**config.mk**
```make
export PLATFORM = sky130hd
export DESIGN_NAME = fase2_multiciclo
export DESIGN_NICKNAME = d
export VERILOG_FILES = /design/src/rtl/fase2_multiciclo.sv
export SDC_FILE = /design/constraint.sdc
export NUM_CORES = 2
export LEC_CHECK = 0
export CAP_MARGIN = 20
export CORE_MARGIN = 2
export CORE_UTILIZATION = 57
export DETAILED_ROUTE_END_ITERATION = 10
export MAX_ROUTING_LAYER = met4
export PLACE_DENSITY = 0.72
export SYNTH_ARGS = -nofsm -noshare
export SYNTH_HDL_FRONTEND = slang
export SYNTH_SLANG_ARGS = --single-unit
export TNS_END_PERCENT = 10
```
**constraint.sdc**
```tcl
create_clock -name inclk -period 7.77 [get_ports inclk]
set_clock_uncertainty 0.15 [all_clocks]
set_input_delay 1.554 -clock inclk [delete_from_list [all_inputs] [get_ports inclk]]
set_output_delay 1.554 -clock inclk [all_outputs]
set_load 0.01 [all_outputs]
```
**src/rtl/fase2_multiciclo.sv**
```systemverilog
// fase2_multiciclo: multi-cycle MIPS-subset core (FETCH/DECODE/EXEC/MEM/WB).
// Optional jump opcode enabled by defining FASE2_JUMP_EN.
module fase2_multiciclo #(
    parameter int unsigned DW       = 32,
    parameter int unsigned NREG     = 32,
    parameter logic [31:0] PC_RESET = 32'h0000_0000
) (
    input  logic          inclk,
    input  logic          inrst_n,
    output logic [31:0]   imem_addr,
    input  logic [31:0]   imem_data,
    output logic [DW-1:0] dmem_addr,
    output logic [DW-1:0] dmem_wdata,
    output logic          dmem_we,
    output logic          dmem_re,
    input  logic [DW-1:0] dmem_rdata,
    input  logic          dmem_ready,
    output logic [31:0]   pc,
    output logic [2:0]    estado,
    output logic          halt
);

    localparam int unsigned AW = $clog2(NREG);

    localparam logic [2:0] S_FETCH  = 3'd0;
    localparam logic [2:0] S_DECODE = 3'd1;
    localparam logic [2:0] S_EXEC   = 3'd2;
    localparam logic [2:0] S_MEM    = 3'd3;
    localparam logic [2:0] S_WB     = 3'd4;
    localparam logic [2:0] S_HALT   = 3'd7;

    localparam logic [5:0] OP_RTYPE = 6'b000000;
    localparam logic [5:0] OP_LW    = 6'b100011;
    localparam logic [5:0] OP_SW    = 6'b101011;
    localparam logic [5:0] OP_BEQ   = 6'b000100;
    localparam logic [5:0] OP_ADDI  = 6'b001000;
    localparam logic [5:0] OP_HALT  = 6'b111111;
`ifdef FASE2_JUMP_EN
    localparam logic [5:0] OP_J     = 6'b000010;
`endif

    localparam logic [5:0] FN_ADD = 6'b100000;
    localparam logic [5:0] FN_SUB = 6'b100010;
    localparam logic [5:0] FN_AND = 6'b100100;
    localparam logic [5:0] FN_OR  = 6'b100101;
    localparam logic [5:0] FN_SLT = 6'b101010;

    logic [2:0]    state_q, state_d;
    logic [31:0]   pc_q, pc_d;
    logic [31:0]   ir_q, ir_d;
    logic [DW-1:0] a_q, a_d;
    logic [DW-1:0] b_q, b_d;
    logic [DW-1:0] imm_q, imm_d;
    logic [DW-1:0] alu_q, alu_d;
    logic [DW-1:0] mdr_q, mdr_d;
    logic [DW-1:0] rf_q [NREG];

    logic          rf_we;
    logic [AW-1:0] rf_wa;
    logic [DW-1:0] rf_wd;

    logic [5:0]    opcode;
    logic [5:0]    funct;
    logic [AW-1:0] rs_idx;
    logic [AW-1:0] rt_idx;
    logic [AW-1:0] rd_idx;
    logic [DW-1:0] rs_val;
    logic [DW-1:0] rt_val;
    logic [31:0]   br_off;

    logic          is_r;
    logic          is_lw;
    logic          is_sw;
    logic          is_beq;
    logic          is_addi;
    logic          is_halt;
    logic          is_j;

    logic [DW-1:0] alu_res;
    logic          r_ok;

    assign opcode = ir_q[31:26];
    assign funct  = ir_q[5:0];
    assign rs_idx = ir_q[21 +: AW];
    assign rt_idx = ir_q[16 +: AW];
    assign rd_idx = ir_q[11 +: AW];

    // Branch offset: word displacement scaled to bytes, relative to pc+4
    assign br_off = {{14{ir_q[15]}}, ir_q[15:0], 2'b00};

    assign is_r    = (opcode == OP_RTYPE);
    assign is_lw   = (opcode == OP_LW);
    assign is_sw   = (opcode == OP_SW);
    assign is_beq  = (opcode == OP_BEQ);
    assign is_addi = (opcode == OP_ADDI);
    assign is_halt = (opcode == OP_HALT);
`ifdef FASE2_JUMP_EN
    assign is_j    = (opcode == OP_J);
`else
    assign is_j    = 1'b0;
`endif

    // Register 0 is hard-wired to zero on the read side
    assign rs_val = (rs_idx == '0) ? '0 : rf_q[rs_idx];
    assign rt_val = (rt_idx == '0) ? '0 : rf_q[rt_idx];

    // ALU: R-type ops on A/B, otherwise A + sign-extended immediate
    always_comb begin
        alu_res = a_q + imm_q;
        r_ok    = 1'b1;
        if (is_r) begin
            case (funct)
                FN_ADD:  alu_res = a_q + b_q;
                FN_SUB:  alu_res = a_q - b_q;
                FN_AND:  alu_res = a_q & b_q;
                FN_OR:   alu_res = a_q | b_q;
                FN_SLT:  alu_res = {{(DW-1){1'b0}},
                                    ($signed(a_q) < $signed(b_q))};
                default: r_ok = 1'b0;
            endcase
        end
    end

    // Control FSM and next values of all architectural registers
    always_comb begin
        state_d = state_q;
        pc_d    = pc_q;
        ir_d    = ir_q;
        a_d     = a_q;
        b_d     = b_q;
        imm_d   = imm_q;
        alu_d   = alu_q;
        mdr_d   = mdr_q;
        rf_we   = 1'b0;
        rf_wa   = '0;
        rf_wd   = '0;
        case (state_q)
            S_FETCH: begin
                ir_d    = imem_data;
                pc_d    = pc_q + 32'd4;
                state_d = S_DECODE;
            end
            S_DECODE: begin
                a_d     = rs_val;
                b_d     = rt_val;
                imm_d   = {{(DW-16){ir_q[15]}}, ir_q[15:0]};
                state_d = S_EXEC;
            end
            S_EXEC: begin
                state_d = S_FETCH;
                unique case (1'b1)
                    is_r: begin
                        if (r_ok) begin
                            alu_d   = alu_res;
                            state_d = S_WB;
                        end
                    end
                    is_addi: begin
                        alu_d   = alu_res;
                        state_d = S_WB;
                    end
                    is_lw, is_sw: begin
                        alu_d   = alu_res;
                        state_d = S_MEM;
                    end
                    is_beq: begin
                        if (a_q == b_q) begin
                            pc_d = pc_q + br_off;
                        end
                    end
                    is_j: begin
                        pc_d = {pc_q[31:28], ir_q[25:0], 2'b00};
                    end
                    is_halt: begin
                        state_d = S_HALT;
                    end
                    default: begin
                        state_d = S_FETCH;
                    end
                endcase
            end
            S_MEM: begin
                if (dmem_ready) begin
                    if (is_lw) begin
                        mdr_d   = dmem_rdata;
                        state_d = S_WB;
                    end else begin
                        state_d = S_FETCH;
                    end
                end
            end
            S_WB: begin
                rf_we   = 1'b1;
                state_d = S_FETCH;
                if (is_r) begin
                    rf_wa = rd_idx;
                    rf_wd = alu_q;
                end else if (is_addi) begin
                    rf_wa = rt_idx;
                    rf_wd = alu_q;
                end else begin
                    rf_wa = rt_idx;
                    rf_wd = mdr_q;
                end
            end
            S_HALT: begin
                state_d = S_HALT;
            end
            default: begin
                state_d = S_FETCH;
            end
        endcase
    end

    // State registers with synchronous active-low reset
    always_ff @(posedge inclk) begin
        if (!inrst_n) begin
            state_q <= S_FETCH;
            pc_q    <= PC_RESET;
            ir_q    <= '0;
            a_q     <= '0;
            b_q     <= '0;
            imm_q   <= '0;
            alu_q   <= '0;
            mdr_q   <= '0;
        end else begin
            state_q <= state_d;
            pc_q    <= pc_d;
            ir_q    <= ir_d;
            a_q     <= a_d;
            b_q     <= b_d;
            imm_q   <= imm_d;
            alu_q   <= alu_d;
            mdr_q   <= mdr_d;
        end
    end

    // Register file; writes to register 0 are dropped
    always_ff @(posedge inclk) begin
        if (!inrst_n) begin
            for (int i = 0; i < int'(NREG); i++) begin
                rf_q[i] <= '0;
            end
        end else if (rf_we && (rf_wa != '0)) begin
            rf_q[rf_wa] <= rf_wd;
        end
    end

    assign imem_addr  = pc_q;
    assign pc         = pc_q;
    assign estado     = state_q;
    assign halt       = (state_q == S_HALT);
    assign dmem_addr  = alu_q;
    assign dmem_wdata = b_q;
    assign dmem_re    = (state_q == S_MEM) && is_lw;
    assign dmem_we    = (state_q == S_MEM) && is_sw;

endmodule

```
# After elaboration in Yosys (flattened, before gate mapping)
# Memories as Yosys holds them, arrays and structs flattened. A register that Yosys moved wholly into a read port is not among the register bits.
# Index checks and enable logic that the tools add are counted.
[totals]
ff_bits = 211
ramBits = 1024
inputBits = 67
memories = 1
[op_classes]
add_sub_neg = 5
n_lt_le_gt_ge = 1
n_eq_ne = 20
mux = 33
n_bitwise = 2
reduce_logical = 17
[memory_table]
columns = ["memory", "depth", "word_bits", "read_ports", "rd_ports_with_merged_regs", "write_ports", "line_no", "text"]
rows = [
  ["rf_q", 32, 32, 2, 2, 32, "56", "logic [DW-1:0] rf_q [NREG];"],
]
[op_table]
columns = ["op", "n"]
rows = [
  ["32-bit two-way mux", 10],
  ["32-bit one-hot mux with 5 select lines", 1],
  ["32-bit one-hot mux with 2 select lines", 2],
  ["32-bit adder", 3],
  ["6-bit == test (second input constant)", 8],
  ["5-bit two-way mux", 7],
  ["32-bit by 3-bit adder with 32-bit output (second input constant)", 1],
  ["32-bit bitwise AND", 1],
  ["32-bit == test", 1],
  ["32-bit < comparator", 1],
  ["32-bit OR", 1],
  ["32-bit OR reduction", 1],
  ["32-bit subtractor", 1],
  ["3-bit one-hot mux with 5 select lines", 1],
  ["3-bit one-hot mux with 4 select lines", 1],
  ["5-bit zero test", 2],
  ["3-bit two-way mux", 3],
  ["3-bit AND reduction", 3],
  ["1-bit two-way mux", 8],
  ["3-bit by 2-bit == test with 1-bit output (second input constant)", 2],
  ["3-bit == test (second input constant)", 2],
  ["6-bit by 3-bit == test with 1-bit output (second input constant)", 1],
  ["6-bit by 4-bit == test with 1-bit output (second input constant)", 1],
  ["6-bit zero test", 1],
  ["other kinds (10)", 15],
]

# Logic depth before layout (Yosys ltp)
[depth]
ltp_word = 10
ltp_mapped = 18

# Worst setup path before layout
# Ideal clock, no wire load.
[synth_path]
kind = "input to register"
from = "input port inrst_n"
to = "memory rf_q[1][0], enable pin"
t_arrival_ns = 3.411
required_ns = 7.231
path_slack_ns = 3.820
path_stages = 6
n_path_buf = 2
cell_sequence = "clkbuf_1 nand2_1 nor3_2 nand2_1 clkbuf_1 nand2_1"
[synth_rtl]
columns = ["element", "line_no", "text"]
rows = [
  ["start: declaration", "9", "input logic inrst_n,"],
  ["end: declaration", "56", ""],
]

==> impl_results.md <==
* Run status: completed
* Synthesis warning total at 0
* Tot Pwr at 0.01713 W
* Depth of the CTS H-tree at 4
* Routed wirelength normalized by instance count at 29.80 um
* GPL Wtd Cong at 0.9401
* Num CTS Buffers at 134
* Final number of setup-violating endpoints at 0
* Primary flip-flop cell chosen by synthesis mapping: edfxtp_1
* Placement Rows at 126
* Type of the worst setup path: flip-flop to flip-flop
* Max-slew headroom at 0.2434
* Final number of hold-violating endpoints at 0
* Post-detailed-route DRC marker count at 0
* Endpoint arrival time on the critical path at 5.20 ns
* Proportion of synthesized chip area in sequential cells at 0.5175
* Final net count at 5,611
* Filler-free cell count of the finished design at 7,023
* Max rail drop VDD at 0.2311 mV
* Initial core utilization at 0.5749
* Sequential fraction of design power at 0.451
* Pin count of the biggest net entering global routing at 126
* Pre-CTS worst setup slack at 2.197 ns
* Die Outline Area at 0.1219 mm2
* Final worst slack at 2.784 ns
* Transition time at the pin with the least slew margin at 1.131 ns
* FMAX at 200.6 MHz
* Number of antenna violations at the first check in global routing at 8
* Count of filler cells inserted in the layout at 8,680
* Number of flops mapped to enable cells by yosys at 1,024
* Syn Area/Cell at 12.60 um2
* Max Root-Sink Buffers at 3
* RSZ-0062 raised after global routing: no
* Core Box Area at 0.1181 mm2
* Final period util at 0.6417
* Top fanout value on the critical path at 34
* Number of vias after detailed routing at 47,741
* Synth async-reset ratio at 0
* Nature of the critical path endpoint: flip-flop
* Ranking of synthesized cells by area: edfxtp_1 45%, mux4_2 21%, nor2_1 7.1%
* Synthesis-stage register bit count at 1,243
* Sum of overflow across all layers after global routing at 0
* Critical path required time at 7.98 ns
* Drt initial violations at 6,926
* Final Max Tran Viols at 0
* Post-Place Cells at 6,765
* Share of power burned in the clock network at 0.379
* Met3 global-route usage at 0.1017
* Number of top-level pins at 201
* Most common library cell in the layout ignoring fill and taps: nor2_1
* Count of hold-fix buffers inserted at cts at 0
* Core Util, Final at 0.6395
* Share of post-route cells with drive strength above 1 at 0.1969
* HPWL after detailed placement at 135,700 um
* Cell Pwr Density at 226.8 mW/mm2
* Global-route total usage across every layer at 0.3544
* Library cell with the largest summed area after synthesis: edfxtp_1
* Clock edge transition at the registers on the reported setup and hold paths at 0.06 ns
* Clock sink count at 1,243
* Internal portion of total power at 0.01241 W
* Via count of the first global-routing pass at 46,698
* Sum Neg Setup Slack at 0 ns
* Horizontal extent of the die at 349.1 um
* Max-capacitance violation count at 0
* Proportion of total power due to net switching at 0.2756
* Path class of the lowest-slack min-delay path: flip-flop to flip-flop
* Clock tree from TritonCTS: done
* Pre-Repair DR Iteration Count at 6
* Met2 Track Usage GR at 0.5373
* Via count normalized by instance count at 6.798
* Post-layout minimum cycle time at 4.986 ns
* Routed Antenna Nets at 0
* Proportion of power drawn by combinational gates at 0.170
* Post-CTS Setup Inserts at 0
* Count of buffers from port buffering at 196
* Number of gates resized after cts at 0
* Wire length of the first global-routing pass at 305,500 um
* NetSw at 0.004721 W
* Routing usage on met1 at 0.4620
* Cell at the root of the clock tree: clkbuf_16
* Final WL at 209,300 um
* Static leakage power at 25.15 nW
* Most Crowded Layer GR: met2
* Number of standard cells after synthesis at 5,386
* Critical Path Start Type: flip-flop
* Clock latency on the worst-skew pair at 0.76 ns
* Post-synthesis cell type count at 94
* Post-synthesis cell area at 0.06789 mm2
* Portion of synthesized cell area occupied by the leading cell type at 0.4530
* Vertical extent of the die at 349.1 um
* Commonest non-fill, non-tap cells in the layout: 1,277 x nor2_1, 1,024 x edfxtp_1, 640 x mux4_2, 318 x nand2_1, 311 x a21oi_1
* Area grow syn2layout at 11.23%
==> path summary, 6_finish.rpt <==
check	start	to	slack (ns)	cells past startpoint
max	ir_q[31]	rf_q[1][31]	2.78	9
min	mdr_q[16]	mdr_q[16]	0.30	2
max reg2reg	ir_q[31]	rf_q[1][31]	2.78	9
min reg2reg	mdr_q[16]	mdr_q[16]	0.30	2
==> critical path: stages (launching register included) <==
cell     delay (ns)
dfxtp_1        0.33
nor3_2         0.31
nand2_2        0.08
buf_4          0.29
nor2_4         0.33
mux2i_1        0.74
nor2_1         0.21
nor3_2         0.65
nand2_2        0.59
nand2_2        0.88
==> layout make-up <==
| class | instances | area (um2) | area share |
|---|---|---|---|
| flip-flops and latches | 1243 | 35170 | 0.4657 |
| multi-input cells | 3569 | 30490 | 0.4038 |
| clock buffers | 162 | 3500 | 0.04635 |
| repair buffers | 314 | 3090 | 0.04093 |
| well taps | 1536 | 1922 | 0.02545 |
| clock inverters | 85 | 914.6 | 0.01211 |
| inverters | 107 | 409.1 | 0.005418 |
| diodes | 7 | 17.52 | 0.0002320 |
==> routing by layer <==
layer | vias to the layer above | part of all wire
met5 | - | 0
met4 | 0 | 0.035
met3 | 491 | 0.13
met2 | 3222 | 0.47
met1 | 23972 | 0.36
li1 | 20056 | -
==> synthesized netlist by cell type (all sizes together) (28+ instances only) <==
library cell	number
a21o	60
mux2	34
nand2b	30
o21bai	28
mux2i	84
nor2	1278
nand2	354
xnor2	38
dfxtp	219
a21oi	313
inv	107
mux4	640
nor3	35
nand3	31
ha	171
buf	147
o21ai	107
edfxtp	1024
clkbuf	355
==> cells by family after synthesis <==
group | after synthesis | share of synthesized area
AND/OR/NAND/NOR | 1834 | 0.1091
flip-flops | 1243 | 0.5175
multiplexers | 758 | 0.2304
AO/OA/AOI/OAI | 710 | 0.06589
buffers and inverters | 609 | 0.03712
adder cells (fa/ha/maj) | 175 | 0.03270
XOR/XNOR | 56 | 0.007225
other | 1 | 0.00005524
==> power by group through the flow <==
stage	Clock, W	Combinational [W]	Sequential, W
after global placement	0	0.00282	0.00783
after floorplan	0	0.00199	0.00770
final	0.00648	0.00291	0.00773
after global routing	0.00675	0.00305	0.00775
after CTS	0.00651	0.00286	0.00772
after detailed placement	0	0.00284	0.00786
==> state kept, by name, summed over array words and instances, names as in the netlist, named ones only <==
register / flops
estado: 3
dmem_addr: 32
imm_q: 16
dmem_wdata: 32
rf_q: 1024
imem_addr: 30
ir_q: 32
a_q: 32
mdr_q: 32
==> metrics by stage <==
stage | hold slack (ns) | area (um2)
floorplan | 0.2829 | 68020
global placement | 0.2908 | 70890
detailed placement | 0.2958 | 70970
CTS | 0.3046 | 75380
global route | 0.3160 | 75510
finish | 0.3000 | 75510
(Power assumes the default switching activity.)
